$ cat config.mk
export PLATFORM = sky130hd
export DESIGN_NAME = gate_tester
export DESIGN_NICKNAME = d
export VERILOG_FILES = /design/src/rtl/gate_tester.sv
export SDC_FILE = /design/constraint.sdc
export NUM_CORES = 1
export LEC_CHECK = 0
export CORE_MARGIN = 1.5
export CORE_UTILIZATION = 30
export DETAILED_ROUTE_END_ITERATION = 12
export GPL_TIMING_DRIVEN = 0
export MAX_ROUTING_LAYER = met4
export SLEW_MARGIN = 20
export SYNTH_ARGS = -nofsm -noshare
export SYNTH_HDL_FRONTEND = slang
export SYNTH_SLANG_ARGS = --single-unit
export TNS_END_PERCENT = 5
$ cat constraint.sdc
create_clock -name clk -period 5.15 [get_ports clk]
set_input_delay 1.03 -clock clk [delete_from_list [all_inputs] [get_ports clk]]
set_output_delay 1.03 -clock clk [all_outputs]
set_load 0.02 [all_outputs]
$ cat src/rtl/gate_tester.sv
// gate_tester: drives the AND/OR/NOT gate unit through all four {a,b} vectors and checks y on chip.
// Optional feature macro: GATE_TESTER_STOP_ON_FAIL_EN (end the run at the first mismatching vector).
module gate_tester #(
  parameter int HOLD_CYCLES = 50
) (
  input  logic       clk,
  input  logic       rst,
  input  logic       start,
  input  logic [2:0] y,
  output logic       a,
  output logic       b,
  output logic       busy,
  output logic       done,
  output logic       pass,
  output logic [2:0] err_count,
  output logic [3:0] fail_vec
);

`ifdef GATE_TESTER_STOP_ON_FAIL_EN
  localparam bit STOP_ON_FAIL = 1'b1;
`else
  localparam bit STOP_ON_FAIL = 1'b0;
`endif

  localparam logic [7:0] HOLD_LAST = 8'(HOLD_CYCLES - 1);

  typedef enum logic [1:0] {
    IDLE,
    DRIVE,
    DONE
  } state_t;

  state_t     state;
  logic [1:0] vec;
  logic [7:0] hold;
  logic [2:0] expected;
  logic       mismatch;
  logic       sample;
  logic [2:0] err_next;
  logic [3:0] fail_next;

  // vec is reset to 0 and frozen in DONE, so a/b follow it in every state
  assign a = vec[1];
  assign b = vec[0];

  always_comb begin
    expected  = {vec[1] & vec[0], vec[1] | vec[0], ~vec[1]};
    mismatch  = (y != expected);
    sample    = (state == DRIVE) && (hold == HOLD_LAST);
    err_next  = err_count;
    fail_next = fail_vec;
    if (sample && mismatch) begin
      if (err_count != 3'd4) begin
        err_next = err_count + 3'd1;
      end
      fail_next[vec] = 1'b1;
    end
  end

  always_ff @(posedge clk) begin
    if (rst) begin
      state     <= IDLE;
      vec       <= 2'd0;
      hold      <= 8'd0;
      busy      <= 1'b0;
      done      <= 1'b0;
      pass      <= 1'b0;
      err_count <= 3'd0;
      fail_vec  <= 4'd0;
    end else begin
      case (state)
        IDLE, DONE: begin
          if (start) begin
            state     <= DRIVE;
            vec       <= 2'd0;
            hold      <= 8'd0;
            busy      <= 1'b1;
            done      <= 1'b0;
            pass      <= 1'b0;
            err_count <= 3'd0;
            fail_vec  <= 4'd0;
          end
        end
        DRIVE: begin
          err_count <= err_next;
          fail_vec  <= fail_next;
          if (sample) begin
            // pass uses the post-compare count so it is valid the cycle done rises
            if (vec == 2'd3 || (STOP_ON_FAIL && mismatch)) begin
              state <= DONE;
              busy  <= 1'b0;
              done  <= 1'b1;
              pass  <= (err_next == 3'd0);
            end else begin
              vec  <= vec + 2'd1;
              hold <= 8'd0;
            end
          end else begin
            hold <= hold + 8'd1;
          end
        end
        default: state <= IDLE;
      endcase
    end
  end

endmodule
=== After elaboration in Yosys (flattened, before gate mapping) ===
Index checks and enable logic that the tools add are counted.

* Register bits: 22
* Output and inout port bits: 12
* Word-level logic and storage cells: 74

* Reductions and logical operators: 13
* Order comparisons: 2
* Bitwise logic cells: 4
* Equal/unequal tests: 12
* Muxes and demuxes: 32
* Add/subtract/negate cells: 3

{| class="wikitable"
|+ Operator list
! kind !! count
|-
| two-way mux 8 bit || 3
|-
| case mux 8 bit (2 select lines) || 1
|-
| two-way mux 2 bit || 6
|-
| two-way mux 1 bit || 9
|-
| two-way mux 3 bit || 3
|-
| AND reduction 3 bit || 3
|-
| adder 8 x 1 -> 8 bit (second input constant) || 1
|-
| == test 8 x 6 -> 1 bit (second input constant) || 1
|-
| two-way mux 4 bit || 2
|-
| case mux 2 bit (2 select lines) || 2
|-
| case mux 4 bit (2 select lines) || 1
|-
| AND reduction 4 bit || 2
|-
| != test 2 bit (second input constant) || 3
|-
| != test 3 bit (second input constant) || 2
|-
| case mux 1 bit (2 select lines) || 3
|-
| case mux 3 bit (2 select lines) || 1
|-
| == test 2 bit (second input constant) || 2
|-
| != test 2 x 1 -> 1 bit (second input constant) || 2
|-
| bitwise OR 4 bit || 1
|-
| adder 3 x 1 -> 3 bit (second input constant) || 1
|-
| logical AND 1 bit || 3
|-
| logical NOT 3 bit || 1
|-
| < comparator 2 x 3 -> 1 bit (second input constant) || 1
|-
| != test 3 bit || 1
|-
| 11 further kinds || 11
|}

=== Logic depth before layout (Yosys ltp) ===
* Depth in word-level cells: 8
* Depth in mapped cells: 7

=== Worst setup path before layout ===
OpenSTA, ideal clock, no wires.

* Path type: input-to-reg
* From: input y[0]
* To: register pass
* Stages on the path: 5
* Slack: 3.078 ns
* Setup time: 0.084 ns
* Path buffers: 0
* Arrival time: 1.988 ns
* Data required time: 5.066 ns
* Cells stage by stage: xnor2_1 nor3_2 nor2_4 a311o_1 o31ai_2

* Longest elaborated chain between the ends: 7

{| class="wikitable"
|+ Ends and longest elaborated chain
! element !! line !! text
|-
| start: declaration || 9 || <nowiki>input logic [2:0] y,</nowiki>
|-
| != test 3 bit || 48 || <nowiki>mismatch = (y != expected);</nowiki>
|-
| logical AND 1 bit || 52 || <nowiki>if (sample && mismatch) begin</nowiki>
|-
| two-way mux 3 bit || 52 ||
|-
| logical NOT 3 bit || 93 || <nowiki>pass <= (err_next == 3'd0);</nowiki>
|-
| two-way mux 1 bit || 89 || <nowiki>if (vec == 2'd3 || (STOP_ON_FAIL && mismatch)) begin</nowiki>
|-
| two-way mux 1 bit || 87 || <nowiki>if (sample) begin</nowiki>
|-
| case mux 1 bit (2 select lines) || 71 || <nowiki>case (state)</nowiki>
|-
| end signal: assignment || 93 ||
|-
| end: declaration || 14 || <nowiki>output logic pass,</nowiki>
|}

Every way passes these cells. The select of a mux whose other input is x is not followed.
A chain may end at the register's enable or synchronous reset.

=== Worst setup path in the final report ===
Same ends and word-level chain as after synthesis.

==> run_results.csv <==
group,metric,value,unit
synth,synth_cells,138,
drt,postRouteAntennaNets,0,
clock_network,cts_buffer_depth,2,
power_and_ir_drop,p_seq_frac,0.537,
drt,viasPerCell,4.773,
floorplan,chipHeight,64.88,µm
drt,routedWlPerCell,11.18,µm
floorplan,dieArea,4209,µm²
clock_network,clk_pin_slew,0.07,ns
drt,drc,0,
worst_setup_path,worstSetupPathType,"in2reg",
worst_setup_path,end_kind,"register",
hold_path,min_to,"done",
timing,fin_crit_sh,0.4572,
worst_setup_path,crit_fanout,7,
drt,firstDrtPassIters,4,
final_layout,diodes,0,
worst_setup_path,r2r_end,"pass",
drt,vias,988,
worst_setup_path,crit_start,"y[0]",
final_layout,nNetsFinal,174,
clock_network,tritoncts,"built",
timing,final.setup.worst_slack,2.795,ns
hold_path,holdCritStartpoint,"done",
global_routing,grt_pass1_wl,4077,µm
outcome,run_status,"complete, no violations",
drt,drtIter0Drc,24,
floorplan,die_w,64.88,µm
synth,avgSynthCellArea,8.323,µm²
floorplan,rows,22,
timing,setup-violations-final,0,
global_routing,gr-total-overflow,0,
final_layout,drive_gt1_frac,0.08176,
timing,rsz0062_at_grt,"false",
hold_path,hold_path.class,"reg2reg",
synth,synth_top_area_share,0.3834,
synth,synth_async_sr_flop_share,0,
clock_network,cts-root-buf,"clkbuf_8",
clock_network,htree_levels,1,
clock_network,cts_hold_buffers,0,
power_and_ir_drop,p_sw,0.00007275,W
clock_network,cts.sinks,22,
synth,ys_ff_latch,22,
global_routing,grt_pass1_vias,964,
hold_path,holdPathStages,2,
synth,synth_top_cell_by_area,"dfxtp_1",
synth,synth.distinct_cells,33,
worst_setup_path,rr_worst_depth,6,
synth,yosys_warnings,0,
power_and_ir_drop,swShare,0.2232,
power_and_ir_drop,p_per_area,227.3,nW/µm²
flow_run,maxCapViolations,0,
timing,worstMarginPinSlew,0.4633,ns
clock_network,cts_setup_buffers,0,
worst_setup_path,critPathArrivalTime,2.53,ns
power_and_ir_drop,p_leak,0.5183,nW
clock_network,cts_buffers,3,
floorplan,ios,18,
floorplan,start_util,0.3137,
final_layout,layout_common_cells,"nor2_1, dfxtp_1, a21oi_1, clkdlybuf4s50_1",
place,hpwlAfterDp,1824,µm
floorplan,core,3661,µm²
global_routing,grtUsageTotal,0.1266,
worst_setup_path,cp.required,5.33,ns
place,gp_congestion,0.8328,
power_and_ir_drop,ir_worst_vdd,132.7,µV
global_routing,grt_max_degree,13,
synth,ys_seq_area_frac,0.3834,
place,numPortBuffers,17,
synth,synthFlopType,"dfxtp_1",
timing,timing.setup.tns,0,ns
drt,finalWirelength,2314,µm
timing,fin_crit,2.355,ns
timing,hold_viol,0,
synth,syn_nets,152,
clock_network,clkLatencyLatePin,0.26,ns
synth,synth.cell_area,1149,µm²
worst_setup_path,r2r_start,"vec[1]",
worst_setup_path,regToRegSetupSlack,3.23,ns
power_and_ir_drop,clkPwrFrac,0.371,
timing,slew_violations,0,
global_routing,grt_antenna_before_repair,0,
timing,finClkSkew,0.001285,ns
synth,synthTopCellsByArea,"dfxtp_1, a21oi_1, ha_1",
timing,max_freq,424.7,MHz
timing,slew_headroom,0.6911,
worst_setup_path,critical_path.startpoint_type,"input pin",
power_and_ir_drop,internal_power,0.0002532,W
synth,synth_edf_count,0,
power_and_ir_drop,p_comb_frac,0.092,
place,pre_cts_ws,2.513,ns
clock_network,cts_resized,0,
final_layout,syn2layout_area_growth,24.84,%
## final cells by class
cell class              count  area [µm²]
flip-flops and latches     22       440.4
repair buffers             17       170.2
clock buffers               4       55.05
inverters                   7       26.28
multi-input cells         108       678.2
well taps                  48       60.06
plain buffers               1       3.754
fillers                   377        2227
## per-stage QoR
stage	power [W]	instance area, µm²	std cells	hold WS (ns)	util
5_1_grt	0.0003451	1434	207	0.4920	0.3917
3_5_place_dp	0.0002095	1379	203	0.4604	0.3766
3_3_place_gp	0.0002088	1379	203	0.4504	0.3766
2_1_floorplan	0.0001976	1149	138	0.4664	-
6_report	0.0003260	1434	207	0.4658	0.3917
4_1_cts	0.0003321	1434	207	0.4731	0.3917
## logic make-up (layout without fill, tap and decap cells)
logic type,Yosys count,in the layout,share of synthesized area
and+or+nand+nor,59,59,0.2767
adders and majority gates,8,8,0.08715
AOI/OAI and AO/OA,34,34,0.1721
xor gates and xnor gates,6,6,0.04575
buffers and inverters,8,29,0.02614
muxes,1,1,0.008715
DFF,22,22,0.3834
## state kept, by name, summed over array words and instances, names as in the netlist
| signal | flops |
|---|---|
| hold | 8 |
| fail_vec | 4 |
| err_count | 3 |
| state | 2 |
| vec | 2 |
| busy | 1 |
| done | 1 |
| pass | 1 |
## synth_stat cells (all sizes together) (2+ instances only)
master,count
a21oi,20
dfxtp,22
ha,8
inv,7
nand2,8
nand2b,4
nand3,7
nand3b,2
nor2,23
nor2b,3
nor3,3
o21ai,7
or2,2
or3,2
xnor2,2
xor2,4
## power by group through the flow
stage | registers (W) | logic, W | clock network, W
2_1_floorplan | 0.000180 | 0.0000174 | 0
3_3_place_gp | 0.000179 | 0.0000299 | 0
3_5_place_dp | 0.000179 | 0.0000304 | 0
4_1_cts | 0.000175 | 0.0000306 | 0.000126
5_1_grt | 0.000176 | 0.0000343 | 0.000135
6_report | 0.000175 | 0.0000301 | 0.000121
## critical path, cell delays in order
cell	delay, ns
clkdlybuf4s50_1	0.42
xnor2_1	0.14
nor3_2	0.34
nor2_4	0.10
a311o_1	0.33
o31ai_2	0.17
## per-layer routing
metal  wire, µm  global-route usage  part of all wire
met5          0                   -                 0
met1       1154              0.1520              0.50
met2       1065              0.2126              0.46
met4         30             0.04787             0.013
met3         64             0.02083             0.028
## worst max-delay path by stage
stage	cells after the start	slack, ns	end
after global routing	6	2.69	pass
after detailed placement	6	2.51	pass
after CTS	1	2.77	a
after global placement	6	2.54	pass
after floorplan	5	3.08	pass
final	6	2.80	pass
Power figures use the tool's default switching activity.
